--- src/rtl/cordic_gain_comp.sv ---
// CORDIC gain compensation: three-stage valid/ready pipeline scaling X/Y by K = 0.607253.
// Optional feature macro: CORDIC_GC_BYPASS_EN adds i_bypass to pass selected samples through unscaled.
module cordic_gain_comp #(
  parameter int DATA_W = 20,
  parameter int K_W    = 16,
  parameter int K_COEF = 39797
) (
  input  logic                     Clk,
  input  logic                     Reset_n,
  input  logic                     i_in_valid,
  output logic                     o_in_ready,
  input  logic                     i_vectoring_mode,
  input  logic signed [DATA_W-1:0] i_X,
  input  logic signed [DATA_W-1:0] i_Y,
`ifdef CORDIC_GC_BYPASS_EN
  input  logic                     i_bypass,
`endif
  output logic                     o_out_valid,
  input  logic                     i_out_ready,
  output logic                     o_vectoring_mode,
  output logic signed [DATA_W-1:0] o_X,
  output logic signed [DATA_W-1:0] o_Y
);

  localparam int PW = DATA_W + K_W + 1;
  localparam logic signed [K_W:0]  K_S = {1'b0, K_W'(K_COEF)};
  localparam logic signed [PW-1:0] RND = PW'(64'd1 << (K_W - 1));

  // Round half up with arithmetic shift; K < 1 guarantees the result fits DATA_W.
  function automatic logic signed [DATA_W-1:0] round_q(input logic signed [PW-1:0] p);
    return DATA_W'((p + RND) >>> K_W);
  endfunction

  logic adv;

  logic                     s1_valid, s1_mode;
  logic signed [DATA_W-1:0] s1_x, s1_y;
  logic                     s2_valid, s2_mode;
  logic signed [PW-1:0]     s2_px, s2_py;
  logic signed [DATA_W-1:0] s2_y;
`ifdef CORDIC_GC_BYPASS_EN
  logic                     s1_byp, s2_byp;
  logic signed [DATA_W-1:0] s2_x;
`endif

  logic signed [PW-1:0]     prod_x, prod_y;
  logic signed [DATA_W-1:0] res_x, res_y;

  // One global enable: the whole pipe moves unless a held output is being refused.
  assign adv        = ~o_out_valid | i_out_ready;
  assign o_in_ready = adv;

  assign prod_x = PW'(s1_x) * PW'(K_S);
  assign prod_y = PW'(s1_y) * PW'(K_S);

  // NOTE: every output of a combinational block gets a default first so no latch is inferred.
  always_comb begin
    res_x = round_q(s2_px);
    res_y = s2_mode ? s2_y : round_q(s2_py);
`ifdef CORDIC_GC_BYPASS_EN
    if (s2_byp) begin
      res_x = s2_x;
      res_y = s2_y;
    end
`endif
  end

  // NOTE: state uses non-blocking assignments; data registers are reset too so outputs read 0 after reset.
  always_ff @(posedge Clk or negedge Reset_n) begin
    if (!Reset_n) begin
      s1_valid         <= 1'b0;
      s1_mode          <= 1'b0;
      s1_x             <= '0;
      s1_y             <= '0;
      s2_valid         <= 1'b0;
      s2_mode          <= 1'b0;
      s2_px            <= '0;
      s2_py            <= '0;
      s2_y             <= '0;
`ifdef CORDIC_GC_BYPASS_EN
      s1_byp           <= 1'b0;
      s2_byp           <= 1'b0;
      s2_x             <= '0;
`endif
      o_out_valid      <= 1'b0;
      o_vectoring_mode <= 1'b0;
      o_X              <= '0;
      o_Y              <= '0;
    end else if (adv) begin
      s1_valid    <= i_in_valid;
      s2_valid    <= s1_valid;
      o_out_valid <= s2_valid;
      // Data registers load only for real samples, so bubbles leave them quiet.
      if (i_in_valid) begin
        s1_mode <= i_vectoring_mode;
        s1_x    <= i_X;
        s1_y    <= i_Y;
`ifdef CORDIC_GC_BYPASS_EN
        s1_byp  <= i_bypass;
`endif
      end
      if (s1_valid) begin
        s2_mode <= s1_mode;
        s2_px   <= prod_x;
        s2_py   <= prod_y;
        s2_y    <= s1_y;
`ifdef CORDIC_GC_BYPASS_EN
        s2_byp  <= s1_byp;
        s2_x    <= s1_x;
`endif
      end
      if (s2_valid) begin
        o_vectoring_mode <= s2_mode;
        o_X              <= res_x;
        o_Y              <= res_y;
      end
    end
  end

endmodule

--- config.mk ---
export PLATFORM = sky130hd
export DESIGN_NAME = cordic_gain_comp
export DESIGN_NICKNAME = d
export VERILOG_FILES = /design/src/rtl/cordic_gain_comp.sv
export SDC_FILE = /design/constraint.sdc
export NUM_CORES = 1
export LEC_CHECK = 0
export ABC_AREA = 0
export CAP_MARGIN = 10
export CORE_AREA = 2 2 194 196
export DETAILED_ROUTE_END_ITERATION = 12
export DIE_AREA = 0 0 196 198
export GPL_TIMING_DRIVEN = 0
export HOLD_SLACK_MARGIN = 0.08
export PLACE_DENSITY_LB_ADDON = 0.25
export SYNTH_ARGS = -nofsm -noshare
export SYNTH_HDL_FRONTEND = slang
export SYNTH_SLANG_ARGS = --single-unit
--- constraint.sdc ---
create_clock -name Clk -period 8.25 [get_ports Clk]
set_clock_uncertainty 0.2 [all_clocks]
set_input_delay 0.825 -clock Clk [delete_from_list [all_inputs] [get_ports Clk]]
set_output_delay 0.825 -clock Clk [all_outputs]
set_load 0.005 [all_outputs]
# Yosys cells after proc, flatten, opt, wreduce, memory -nomap -nowiden
# Index checks and enable logic that the tools add are counted.
# W data, S select, Z words.
# op_classes
order_cmp	0
mux	1
addsub	2
n_eq_ne	0
div	0
n_shift	0
multipliers	2
bitwise_logic	2
reduce_logical	3
# ops
cell	n
$add A36 B17 Y36 const B	2
$mul A20 B17 Y36 const B	2
$mux W20	1
$reduce_and A2 Y1	3
$not A1 Y1	1
$or A1 B1 Y1	1
# word_totals
reg_bits	178
latchBits	0
romBits	0
n_memories	0
ramBits	0
word_cells	23
output_inout_bits	43

# Logic depth before layout (Yosys ltp)
# Gate-level depths: netlist (run 1).
# logic_depth
ltp_word	3
depth_mapped	22
depth_no_buf	21

# Least setup slack after synthesis (run 1)
# No wires, ideal clock.
# synth_path
path_type	reg-to-reg
start	register s1_y[19]
end	register s2_py[35]
path_slack_ps	2222
arrival_ps	5701
setup_ps	127
period_less_slack_ps	6028
path_stages_with_launch	19
cell_sequence	dfrtp_1 ha_1 fa_1 inv_1 fa_1 fa_1 fa_1 inv_1 fa_1 inv_1 ha_1 a21oi_1 o21ai_0 a311o_1 or3b_1 a31o_4 a311oi_4 mux2i_1 nand3_1
# synth_via
elab_chain_cells	1
# synth_rtl
element	line_no	text
from (decl)	37	logic signed [DATA_W-1:0] s1_x, s1_y;
from (signal assigned)	97	s1_y <= i_Y;
$mul A20 B17 Y36	54	assign prod_y = PW'(s1_y) * PW'(K_S);
to (signal assigned)	105	s2_py <= prod_y;
to (decl)	39	logic signed [PW-1:0] s2_px, s2_py;
# Every way passes these cells.
# A chain may end at the register's enable or synchronous reset.

# Worst setup path after layout (run 1)
# layout_path
start	register s1_y[19]
end	register s2_py[29]
# The elaborated chain is that of the path after synthesis.

==> qor.yml, run 1 <==
outcome:
  outcome: "finished, final reports clean"
route:
  via_per_inst: 5.30
  drc: 0
  drt_iter0_drc: 771
  via_count: 13700
  drt_wl_total_mm: 46.4
  first_pass_iters: 5
  route.antenna.remaining_nets: 0
  avgRoutedWirePerCell_um: 18.0
global_route:
  grt_pass1_wl_mm: 76.4
  gr-usage-met1_pct: 37.8
  use_met2_pct: 39.6
  grt_pass1_vias: 14300
  grt_max_degree: 79
  antenna_found_initial: 3
  groute.usage.overall_pct: 25.5
  busiest_layer: "met2"
  grt_util_met3_pct: 4.87
  gr-total-overflow: 0
yosys:
  ys.flop_type: "dfrtp_1"
  synth_area_um2: 19600
  yosysTopAreaCell: "fa_1"
  synth_edf_count: 0
  synthCells: 1982
  ys_types: 59
  async_flop_share_pct: 100
  synth_area_leaders: "fa_1, ha_1, dfrtp_1, inv_1, nand2_1"
  synth_most_common_cell: "inv_1"
  ys_ff_latch: 148
  ys_seq_area_share_pct: 18.9
  synth.avg_cell_area_um2: 9.91
  syn-num-nets: 2634
  synth_top_area_share_pct: 29.5
  synth_warnings: 0
  yosys-top-cells-count: "inv_1, ha_1, fa_1"
timing:
  fin_crit_sh_pct: 81.8
  maxClockFrequency_mhz: 148
  fin_tns_setup_ns: 0
  rsz0062_at_grt: "false"
  slew_headroom_pct: 30.6
  slew_viol_final: 0
  min_period_ns: 6.75
  finalSetupViolCount: 0
  tightest_slew_ns: 1.04
  final_hold_viol_count: 0
job:
  drv_cap: 0
cts:
  clk_latency_ns: 0.44
  cts_sinks: 148
  cts_htree_levels: 4
  numCtsBuffers: 17
  cts_hold_buf: 0
  clk_pin_slew_worst_paths_ns: 0.07
  clk_path_buf_depth: 2
  root_buffer: "clkbuf_16"
  postCtsSetupRepairBufs: 0
  cts_resized: 0
  cts_tree: "yes"
worst_setup_path:
  arrival_ns: 6.85
  critPathCaptureType: "flip-flop"
  path_max_fanout: 24
  startpoint: "s1_y[19]"
  path_class: "flip-flop to flip-flop"
  crit_family: "adder cells"
  crit_required_ns: 8.36
  crit_chain: "ha_1, fa_1, inv_1, fa_1, fa_1, fa_1, inv_1, fa_1, inv_1, ha_1, nand2_1, o21ai_0, a311o_1, or4b_4, a311oi_1, o31ai_1, xnor2_1, o21ai_0"
  critPathSlowestCell: "dfrtp_1"
  critical_path_depth: 18
  startpoint_type: "flip-flop"
  reg2reg_from: "s1_y[19]"
  max_stage_delay_ns: 1.03
  cp_common_cell: "fa_1"
  r2r_setup_slack_ns: 1.50
  cp_num_buf_inv: 3
  reg2reg_depth: 18
placed_design:
  dp_hpwl_mm: 39.1
  gp_congestion: 0.891
  port_buffers: 87
cells_and_area:
  drive_above_1_share_pct: 4.23
  nets: 2741
  synthToLayoutAreaGrowth_pct: 10.6
  antennaDiodeCount: 0
die:
  die_area_um2: 38800
  io_pins: 88
  core_um2: 37000
  fp.dieW_um: 196
  start_util_pct: 53.2
  fp.dieH_um: 198
  row_count: 71
hold_path:
  min_path_type: "primary input to async pin"
-- per-layer routing --
metal | share of wire (%) | up-vias
met5 | 0.028 | -
met4 | 1.5 | 2
met3 | 6.0 | 51
met2 | 44 | 333
met1 | 48 | 6808
li1 | - | 6467
-- cell usage in the layout, fill, tap and decap left out, types with 7 or more instances in the layout --
| master | Yosys | final |
|---|---|---|
| a211oi_1 | 7 | 7 |
| a21o_1 | 13 | 13 |
| a21oi_1 | 64 | 64 |
| and3_1 | 8 | 8 |
| buf_1 | 8 | 8 |
| clkbuf_1 | 26 | 26 |
| clkbuf_16 | 0 | 17 |
| clkdlybuf4s50_1 | 0 | 86 |
| dfrtp_1 | 148 | 148 |
| fa_1 | 289 | 289 |
| ha_1 | 318 | 318 |
| inv_1 | 488 | 488 |
| mux2_2 | 43 | 43 |
| mux2i_1 | 7 | 7 |
| nand2_1 | 192 | 192 |
| nand3_1 | 30 | 30 |
| nand4_1 | 8 | 8 |
| nor2_1 | 42 | 42 |
| nor3_1 | 7 | 7 |
| o21a_1 | 7 | 7 |
| o21ai_0 | 103 | 103 |
| o21bai_1 | 7 | 7 |
| o31ai_1 | 8 | 8 |
| xnor2_1 | 43 | 43 |
| xor2_1 | 42 | 42 |
-- per-stage QoR --
| stage | utilization [%] | setup WS, ns | instances | area, um2 | hold WS [ns] |
|---|---|---|---|---|---|
| 5_1_grt | 58.8 | 1.13 | 2576 | 21700 | 0.229 |
| 2_1_floorplan | - | 2.22 | 1982 | 19600 | 0.233 |
| 6_report | 58.8 | 1.50 | 2576 | 21700 | 0.192 |
| 4_1_cts | 58.8 | 1.56 | 2576 | 21700 | 0.213 |
| 3_5_place_dp | 57.2 | 1.59 | 2544 | 21100 | 0.264 |
| 3_3_place_gp | 57.1 | 0.189 | 2543 | 21100 | 0.256 |
-- final timing paths --
check,to
min reg2reg,s2_py[0]
max in group asynchronous,s1_x[11]
min in group Clk,s2_py[0]
min,s1_y[8]
max reg2reg,s2_py[29]
max,s2_py[29]
-- cell families after synthesis --
| kind of cell | Yosys count | synth area share (%) |
|---|---|---|
| multiplexers | 50 | 2.82 |
| flip-flops | 148 | 18.9 |
| buffers and inverters | 522 | 9.97 |
| XOR/XNOR | 85 | 3.79 |
| AO/OA/AOI/OAI | 253 | 7.85 |
| AND/OR/NAND/NOR | 317 | 7.01 |
| adder cells (fa/ha/maj) | 607 | 49.7 |
-- sequential cells by signal (all words and copies together) (netlist names) --
register / flops
o_vectoring_mode: 1
s2_px: 21
s1_x: 20
o_X: 20
s1_y: 20
s1_mode: 1
s2_y: 18
s2_mode: 1
s2_py: 23
s1_valid: 1
o_Y: 20
o_out_valid: 1
s2_valid: 1
-- final cells by class --
class                           count  area [um2]
Buffer                             34         128
Clock buffer                       17         425
Clock inverter                     15         170
Fill cell                        3190       15200
Inverter                          488        1830
Multi-Input combinational cell   1312       14000
Sequential cell                   148        3700
Tap cell                          474         593
Timing Repair Buffer               88         900
-- worst register-to-register path: cells and delay by family (launching register included) --
family,cells,cell delay (ns)
AO/OA/AOI/OAI,5,1.05
buffers and inverters,3,0.14
AND/OR/NAND/NOR,2,0.69
adder cells (fa/ha/maj),7,3.25
flip-flops,1,1.03
XOR/XNOR,1,0.27
Power of run 1 is not shown: default switching activity piles up to over one toggle a cycle in this logic, so the estimate is an artifact.
==> inputs of run 2 (changes only) <==
==> constraint.sdc (replaced) <==
create_clock -name Clk -period 6.7 [get_ports Clk]
set_clock_uncertainty 0.2 [all_clocks]
set_input_delay 0.67 -clock Clk [delete_from_list [all_inputs] [get_ports Clk]]
set_output_delay 0.67 -clock Clk [all_outputs]
set_load 0.005 [all_outputs]
==> run 2 against run 1 <==
  * First-iteration DRC count grew 6.1%
  * Clock-buffer cell count did not move
  * Via count barely moved
  * Cell count hardly changed
  * Wire length is 0.21% higher
  * Non-clock buffer count up 1
  * Critical path type unchanged
==> qor.yml, run 2 (synthesized netlist as in run 1, its figures left out) <==
outcome:
  outcome: "finished, final reports clean"
die:
  fp.dieH_um: 198
  start_util_pct: 53.2
  fp.dieW_um: 196
  io_pins: 88
  row_count: 71
  core_um2: 37000
  die_area_um2: 38800
cells_and_area:
  synthToLayoutAreaGrowth_pct: 10.8
  final_cell_mix: "inv_1, ha_1, fa_1, nand2_1, dfrtp_1"
  antennaDiodeCount: 0
  layout_commonest_cell: "inv_1"
  fill_cells: 3194
  nets: 2742
  top_register: "s2_py"
  drive_above_1_share_pct: 5.04
  reg.largest.list: "s2_py: 23 flops, s2_px: 21 flops"
  largest_register_ffs: 23
route:
  route.antenna.remaining_nets: 0
  avgRoutedWirePerCell_um: 18.1
  drt_iter0_drc: 818
  drc: 0
  via_per_inst: 5.30
  via_count: 13700
  drt_wl_total_mm: 46.5
  first_pass_iters: 5
worst_setup_path:
  startpoint: "s1_x[8]"
  timing.rr.end: "s2_px[27]"
  reg2reg_from: "s1_x[8]"
  path_max_fanout: 7
  reg2reg_depth: 19
  r2r_setup_slack_ns: 0.30
  critPathCaptureType: "flip-flop"
  path_class: "flip-flop to flip-flop"
  arrival_ns: 6.50
  crit_required_ns: 6.81
  startpoint_type: "flip-flop"
timing:
  rsz0062_at_grt: "false"
  slew_headroom_pct: 43.7
  maxClockFrequency_mhz: 156
  fin_ws_ns: 0.303
  min_period_ns: 6.40
  finalSetupViolCount: 0
  final_hold_viol_count: 0
  fin_crit_sh_pct: 95.5
  slew_viol_final: 0
  tightest_slew_ns: 0.844
hold_path:
  min_path_type: "flip-flop to flip-flop"
  hold_path_startpoint: "s2_py[0]"
  min_to: "s2_py[0]"
  min_path_cells: 2
cts:
  cts_htree_levels: 4
  root_buffer: "clkbuf_16"
  clk_latency_ns: 0.44
  clk_path_buf_depth: 2
  cts_sinks: 148
  clk_pin_slew_worst_paths_ns: 0.07
  cts_tree: "yes"
  numCtsBuffers: 17
placed_design:
  post-place-ws_ns: 0.0399
  port_buffers: 87
  gp_congestion: 0.891
  dp_hpwl_mm: 39.1
global_route:
  groute.usage.overall_pct: 25.5
  antenna_found_initial: 3
  grt_pass1_wl_mm: 76.4
  grt_pass1_vias: 14300
  gr-total-overflow: 0
  grt_max_degree: 79
job:
  drv_cap: 0
## run 2: changes by cell type in the layout (fill, tap and decap cells not counted)
cell / delta
a2111oi_0: -1
a2111oi_1: +1
a211oi_1: -1
a211oi_2: +1
dfrtp_1: -16
dfrtp_2: +15
dfrtp_4: +1
dlygate4sd3_1: +1
## run 2: metrics by stage
stage | hold WS, ns | setup TNS, ns | instances | instance area (um2) | utilization (%)
floorplan | 0.174 | 0 | 1982 | 19600 | -
global placement | 0.256 | -175.88 | 2543 | 21100 | 57.1
detailed placement | 0.264 | 0 | 2544 | 21100 | 57.2
CTS | 0.279 | 0 | 2577 | 21700 | 58.8
global route | 0.290 | 0 | 2577 | 21800 | 58.9
finish | 0.279 | 0 | 2577 | 21800 | 58.9
## run 2: how the worst max path moves through the flow
stage                 to  slack, ns
2_1_floorplan  s2_py[35]       0.67
3_3_place_gp    s1_x[17]      -1.21
3_5_place_dp   s2_py[29]       0.04
4_1_cts        s2_py[29]      0.005
5_1_grt        s2_py[27]       0.02
6_report       s2_px[27]       0.30
## run 2: critical path, stage by stage (launching register included)
cell       delay (ns)
dfrtp_1          0.56
ha_1             0.37
inv_1            0.05
fa_1             0.56
fa_1             0.46
fa_1             0.54
inv_1            0.05
fa_1             0.47
inv_1            0.05
fa_1             0.47
inv_1            0.04
ha_1             0.31
a2111oi_1        0.44
o21ai_0          0.21
a211oi_1         0.24
a21oi_1          0.20
a211oi_2         0.42
a21boi_0         0.19
xnor2_1          0.31
o21ai_0          0.11
## run 2: repair_timing
item | in CTS | in global routing
setup endpoints to repair | 0 | 17
resized for setup | 0 | 19
setup buffers | 0 | 0
hold endpoints to repair | 30 | 0
hold buffers | 1 | 0
## run 2: layout make-up
cell class              count  area, um2  share of cell area [%]
well taps                 474        593                    2.72
clock inverters            15        170                   0.782
flip-flops and latches    148       3730                    17.1
inverters                 488       1830                    8.41
plain buffers              34        128                   0.586
clock buffers              17        425                    1.95
repair buffers             89        910                    4.18
multi-input cells        1312      14000                    64.2
## run 2: layer usage
layer / vias up / GRT usage, % / part of all wire [%]
li1: 6476 / - / -
met2: 319 / 39.6 / 45
met1: 6816 / 37.8 / 48
met5: - / 0 / 0.028
met3: 46 / 4.87 / 5.7
met4: 2 / 4.66 / 1.5
Power of run 2 is left out for the same reason.
